[src/rtl/register_file.sv]
// Fifteen-entry register file with two combinational read ports, one write port,
// and address 15 mapped to an externally supplied value (PC+8) that is never stored.
module register_file #(
    parameter int WIDTH = 32
) (
    input  logic             clk,
    input  logic             rst_n,
    input  logic             WE3,
    input  logic [3:0]       A1,
    input  logic [3:0]       A2,
    input  logic [3:0]       A3,
    input  logic [WIDTH-1:0] WD3,
    input  logic [WIDTH-1:0] R15,
    output logic [WIDTH-1:0] RD1,
    output logic [WIDTH-1:0] RD2,
    output logic [WIDTH-1:0] R0,
    output logic [WIDTH-1:0] R1
);

    localparam int NREGS = 15;

    logic [WIDTH-1:0] regs_q [NREGS];
    logic [WIDTH-1:0] regs_d [NREGS];

    // Address 15 never matches any slot, so writes to it fall through untouched.
    always_comb begin
        for (int i = 0; i < NREGS; i++) begin
            regs_d[i] = regs_q[i];
            if (WE3 && (A3 == i[3:0])) begin
                regs_d[i] = WD3;
            end
        end
    end

    always_ff @(posedge clk) begin
        for (int i = 0; i < NREGS; i++) begin
            if (!rst_n) begin
                regs_q[i] <= '0;
            end else begin
                regs_q[i] <= regs_d[i];
            end
        end
    end

    function automatic logic [WIDTH-1:0] read_port(
        input logic [3:0]       addr,
        input logic [WIDTH-1:0] pc_val
    );
        logic [WIDTH-1:0] val;
        val = pc_val;
        for (int i = 0; i < NREGS; i++) begin
            if (addr == i[3:0]) begin
                val = regs_q[i];
            end
        end
        return val;
    endfunction

    assign RD1 = read_port(A1, R15);
    assign RD2 = read_port(A2, R15);
    assign R0  = regs_q[0];
    assign R1  = regs_q[1];

endmodule

[config.mk]
export PLATFORM = sky130hd
export DESIGN_NAME = register_file
export DESIGN_NICKNAME = d
export VERILOG_FILES = /design/src/rtl/register_file.sv
export SDC_FILE = /design/constraint.sdc
export NUM_CORES = 2
export LEC_CHECK = 0
export ABC_AREA = 1
export CAP_MARGIN = 0
export CORE_ASPECT_RATIO = 0.6
export CORE_UTILIZATION = 40
export CTS_BUF_LIST = sky130_fd_sc_hd__clkbuf_4 sky130_fd_sc_hd__clkbuf_8
export DETAILED_ROUTE_END_ITERATION = 8
export PLACE_DENSITY = 0.6
export SLEW_MARGIN = 20
export SYNTH_ARGS = -nofsm -noshare
export SYNTH_HDL_FRONTEND = slang
export SYNTH_SLANG_ARGS = --single-unit
[constraint.sdc]
create_clock -name clk -period 3.91 [get_ports clk]
set_clock_uncertainty 0.1 [all_clocks]
set_input_delay 0.5865 -clock clk [delete_from_list [all_inputs] [get_ports clk]]
set_output_delay 0.5865 -clock clk [all_outputs]
set_load 0.02 [all_outputs]
* Word level (Yosys, flattened, before mapping)
Memories as Yosys holds them, arrays and structs flattened.
Cells that the tools add are included.
** Storage, ports and cells
- Bits in registers :: 0
- Memory bits (writable) :: 480
- Input port bits :: 79
- Output and inout port bits :: 128
- Memories kept :: 1
** Memory list
- regs_q :: depth 15, width 32, read ports 15, clocked after Yosys merged registers in 0, wr ports 15, RTL line 22 : logic [WIDTH-1:0] regs_q [NREGS];
** Cells by class
- Equality and inequality tests :: 42
- Muxes and demuxes :: 62
- Bitwise operators :: 15
- Reduce and logical (&&, ||, !) cells :: 18
** Operators with widths (count)
- $mux W32 :: 60
- $eq A4 B4 Y1 const B :: 21
- $eq A4 B3 Y1 const B :: 12
- $eq A4 B2 Y1 const B :: 6
- $logic_and A1 B1 Y1 :: 15
- $or A1 B1 Y1 :: 15
- $eq A4 B1 Y1 const B :: 3
- $logic_not A4 Y1 :: 3
- $mux W1 :: 2

* Logic depth before layout (Yosys ltp)
- Word-level depth :: 16
- Gate-level depth with buffers :: 22
- Gate-level depth less buffers :: 22

* Least setup slack after synthesis
No wires, ideal clock.
- Path type :: input port to output port
- Start :: input A1[2]
- End :: output RD1[8]
- Arrival time :: 2328 ps
- Data required time :: 3224 ps
- Slack :: 895 ps
- Stages on the path :: 19
- Cells stage by stage :: nor2_1 -> nand2_1 -> buf_2 -> buf_2 -> a21oi_1 -> o21ai_0 -> nand3_1 -> nand3_1 -> nand3_1 -> nand2_1 -> nand2_1 -> nand2_1 -> nand2_1 -> nand3_1 -> nand3_1 -> nand3_1 -> nand3_1 -> nand2_1 -> a21oi_1
** Between the ends
- Cells in the longest elaborated chain, start to end :: 16
- Elaborated cells on any way between the ends :: 30
- Classes of those cells :: eq/ne: 14; mux: 15; reduce/logical: 1
** Ends and longest elaborated chain
- start, declared :: RTL line 9 : input logic [3:0] A1,
- $logic_not A4 Y1 :: RTL line 52 : if (addr == i[3:0]) begin
- $mux W32 (14 in a row) :: RTL line 52
- $mux W32 * :: RTL line 52
- end, declared :: RTL line 14 : output logic [WIDTH-1:0] RD1,
Every way passes the cells marked *; elsewhere a longest branch is shown, timed or not.

* Final worst setup path
- Start :: input A2[3]
- End :: output RD2[2]
** Between the ends
- Cells in the longest elaborated chain, start to end :: 16
- Elaborated cells on any way between the ends :: 30
- Classes of those cells :: eq/ne: 14; mux: 15; reduce/logical: 1
** Ends and longest elaborated chain
- start, declared :: RTL line 10 : input logic [3:0] A2,
- $logic_not A4 Y1 :: RTL line 52
- $mux W32 (14 in a row) :: RTL line 52
- $mux W32 * :: RTL line 52
- end, declared :: RTL line 15 : output logic [WIDTH-1:0] RD2,
Marked as above.

==> results.json <==
{
  "fillCellCount": 7113,
  "clk_latency_ps": 700,
  "die_area_mm2": 0.07106,
  "ys_seq_area_share_pct": 34.34,
  "regMostFlops": "regs_q",
  "grt_max_degree": 123,
  "final_area_mm2": 0.03337,
  "antenna_found_initial": 1,
  "start_util_pct": 40.79,
  "cp_cell_sequence": "dlygate4sd2_1, buf_4, nor2_1, inv_2, nor2_4, inv_4, buf_4, or2_2, nand3_1, nand2_1, nand3_1, nand3_1, nand2_1, nand2_1, nand2_1, nand2_1, nand2_1, nand2_1, dlygate4sd2_1",
  "finalHoldViolations": 0,
  "grt_usage_pct": 27.52,
  "cp_max_fo": 13,
  "path_clk_slew_ps": 60,
  "max_cap_viol_count": 0,
  "grt_pass1_wl_mm": 156.6,
  "postRouteAntennaNets": 0,
  "largestRegisters": "regs_q: 480 flops",
  "die_w_um": 343.5,
  "pre_cts_ws_ps": -653.3,
  "pwr-share-seq_pct": 42.5,
  "h-tree-depth": 3,
  "tightest_slew_ps": 1026,
  "cts_tree": "yes",
  "critPathCaptureType": "output pin",
  "grt_pass1_vias": 28608,
  "postSynthAreaPerCell_um2": 5.917,
  "ys_warn_count": 0,
  "pwr-share-comb_pct": 17.9,
  "synth_edf_count": 0,
  "fin_crit_sh_pct": 95.72,
  "dr.first_iter.drc_count": 3018,
  "syn-instance-count": 4730,
  "grt_overflow": 0,
  "fmax_ghz": 0.2672,
  "crit_top_cell": "nand2_1",
  "finalMaxSlewViolations": 0,
  "tns_ps": 0,
  "layout-drive-gt1-share_pct": 11.17,
  "routed_via_density": 5.185,
  "holdWs_ps": 303.3,
  "async_reset_ff_share_pct": 0,
  "postPlaceCellArea_mm2": 0.03186,
  "core-area_mm2": 0.06861,
  "synth_nets": 4809,
  "largest_reg_flops": 480,
  "cp.arrival_ps": 3060,
  "met1_usage_pct": 40.56,
  "total_power_mw": 11.95,
  "power_density_mw_per_mm2": 358.0,
  "detail_route.wl_per_cell_um": 16.99,
  "yosysUniqueCellTypes": 26,
  "clock_tree.root_cell": "clkbuf_8",
  "holdBufCountCts": 0,
  "setup_slack_ps": 167.4,
  "drt_wl_total_mm": 98.92,
  "critical_path_class": "in2out",
  "worstHoldStart": "rst_n",
  "period_minus_slack_ps": 3743,
  "place_hpwl_mm": 71.11,
  "slowest_stage": "dlygate4sd2_1",
  "startpoint": "A2[3]",
  "switching_power_mw": 3.650,
  "cp.required_ps": 3220,
  "grt_use_met2_pct": 42.35,
  "ios": 207,
  "firstDrtPassIters": 8,
  "use_met3_pct": 3.416,
  "vias": 30184,
  "netlist_area_mm2": 0.02799,
  "slew_headroom_pct": 31.36,
  "static-leakage-power_nw": 15.19,
  "port_buffers": 206,
  "crit_path_start_kind": "input pin",
  "crit-reg2reg-launch": "regs_q[0][51]$_SDFFE_PN0P_",
  "regArea_mm2": 0.009609,
  "synth_top_flop_cell": "dfxtp_1",
  "peakVddDrop_mv": 0.2257,
  "ys_ff_latch": 480,
  "clk_path_buf_depth": 3,
  "run_status": "completed",
  "syn_to_final_growth_pct": 19.22,
  "final_common_cell": "nand2_1",
  "fp-row-count": 74,
  "cts.sinks": 480,
  "pwr-share-clk_pct": 39.6,
  "gp_congestion": 0.8965,
  "setup_viol": 0,
  "nets": 4935,
  "p_sw_share_pct": 30.55,
  "die_h_um": 206.9,
  "p_int_mw": 8.296,
  "critPathMaxStageDelay_ps": 320,
  "mostFrequentLayoutCells": "nand2_1 (1,102), nor2_1 (735), o21ai_0 (717)",
  "hold_path.class": "in2reg",
  "grt.busiest_layer": "met2",
  "rrSetupSlack_ps": 2910,
  "multi_input_area_mm2": 0.01494,
  "cts_buffers": 78,
  "drc": 0
}
area by class of cell:
| cell class | count | share of cell area [%] |
|---|---|---|
| clock buffers | 120 | 4.462 |
| inverters | 454 | 5.141 |
| clock inverters | 12 | 0.3600 |
| repair buffers | 459 | 13.03 |
| diodes | 1 | 0.007500 |
| flip-flops and latches | 480 | 28.80 |
| well taps | 912 | 3.420 |
| multi-input cells | 3383 | 44.78 |
power groups by stage:
stage	Sequential [mW]	Clock, mW	Combinational (mW)
2_1_floorplan	5.15	0	1.30
3_3_place_gp	5.17	0	2.22
3_5_place_dp	5.18	0	2.23
4_1_cts	5.07	4.81	2.17
5_1_grt	5.08	5.03	2.39
6_report	5.07	4.74	2.14
logic make-up (layout without fill, tap and decap cells):
logic type,count (synthesis),in the layout,synth area share [%]
AND/OR/NAND/NOR,2231,2231,31.94
AO/OA/AOI/OAI,1152,1152,21.08
buffers and inverters,867,1045,12.65
flip-flops,480,480,34.34
other,0,1,0
Yosys cell counts, drive strengths merged (6+ instances only):
cell type,number,area share [%]
buf,117,2.6
clkbuf,296,4.0
clkinv,9,0.12
dfxtp,480,34
nor2,768,10
o21ai,737,13
a21oi,364,6.5
or2,58,1.3
nand2,1106,15
o221ai,6,0.19
nand3,296,5.3
o211ai,38,1.0
inv,445,6.0
metal layers:
metal,vias up,wire [um],share of wire (%)
met5,-,0,0
met4,0,1543,1.6
met3,129,6758,6.8
met2,1011,42160,43
met1,13827,48460,49
li1,15217,-,-
path summary, 6_finish.rpt:
kind,depth (start not counted),to
setup / recovery,19,RD2[2]
hold / removal,3,regs_q[1][208]$_SDFFE_PN0P_
setup reg to reg,2,regs_q[0][51]$_SDFFE_PN0P_
hold reg to reg,2,regs_q[0][168]$_SDFFE_PN0P_
what timing repair did:
action,4_1_cts,5_1_grt
buffers inserted,0,4
gates resized for setup,129,95
gates cloned,0,2
setup endpoints to repair,64,59
pin swaps,3,13
worst max-delay path, delay by kind of cell:
family        cells  cell delay (ps)
simple gates     13             1320
buf+inv           6             1140
through the flow:
| stage | cells | utilization [%] |
|---|---|---|
| after global routing | 5821 | 48.63 |
| after global placement | 5682 | 46.44 |
| final | 5821 | 48.63 |
| after detailed placement | 5682 | 46.44 |
| after CTS | 5814 | 48.74 |
| after floorplan | 4730 | - |
(Power assumes the default switching activity.)
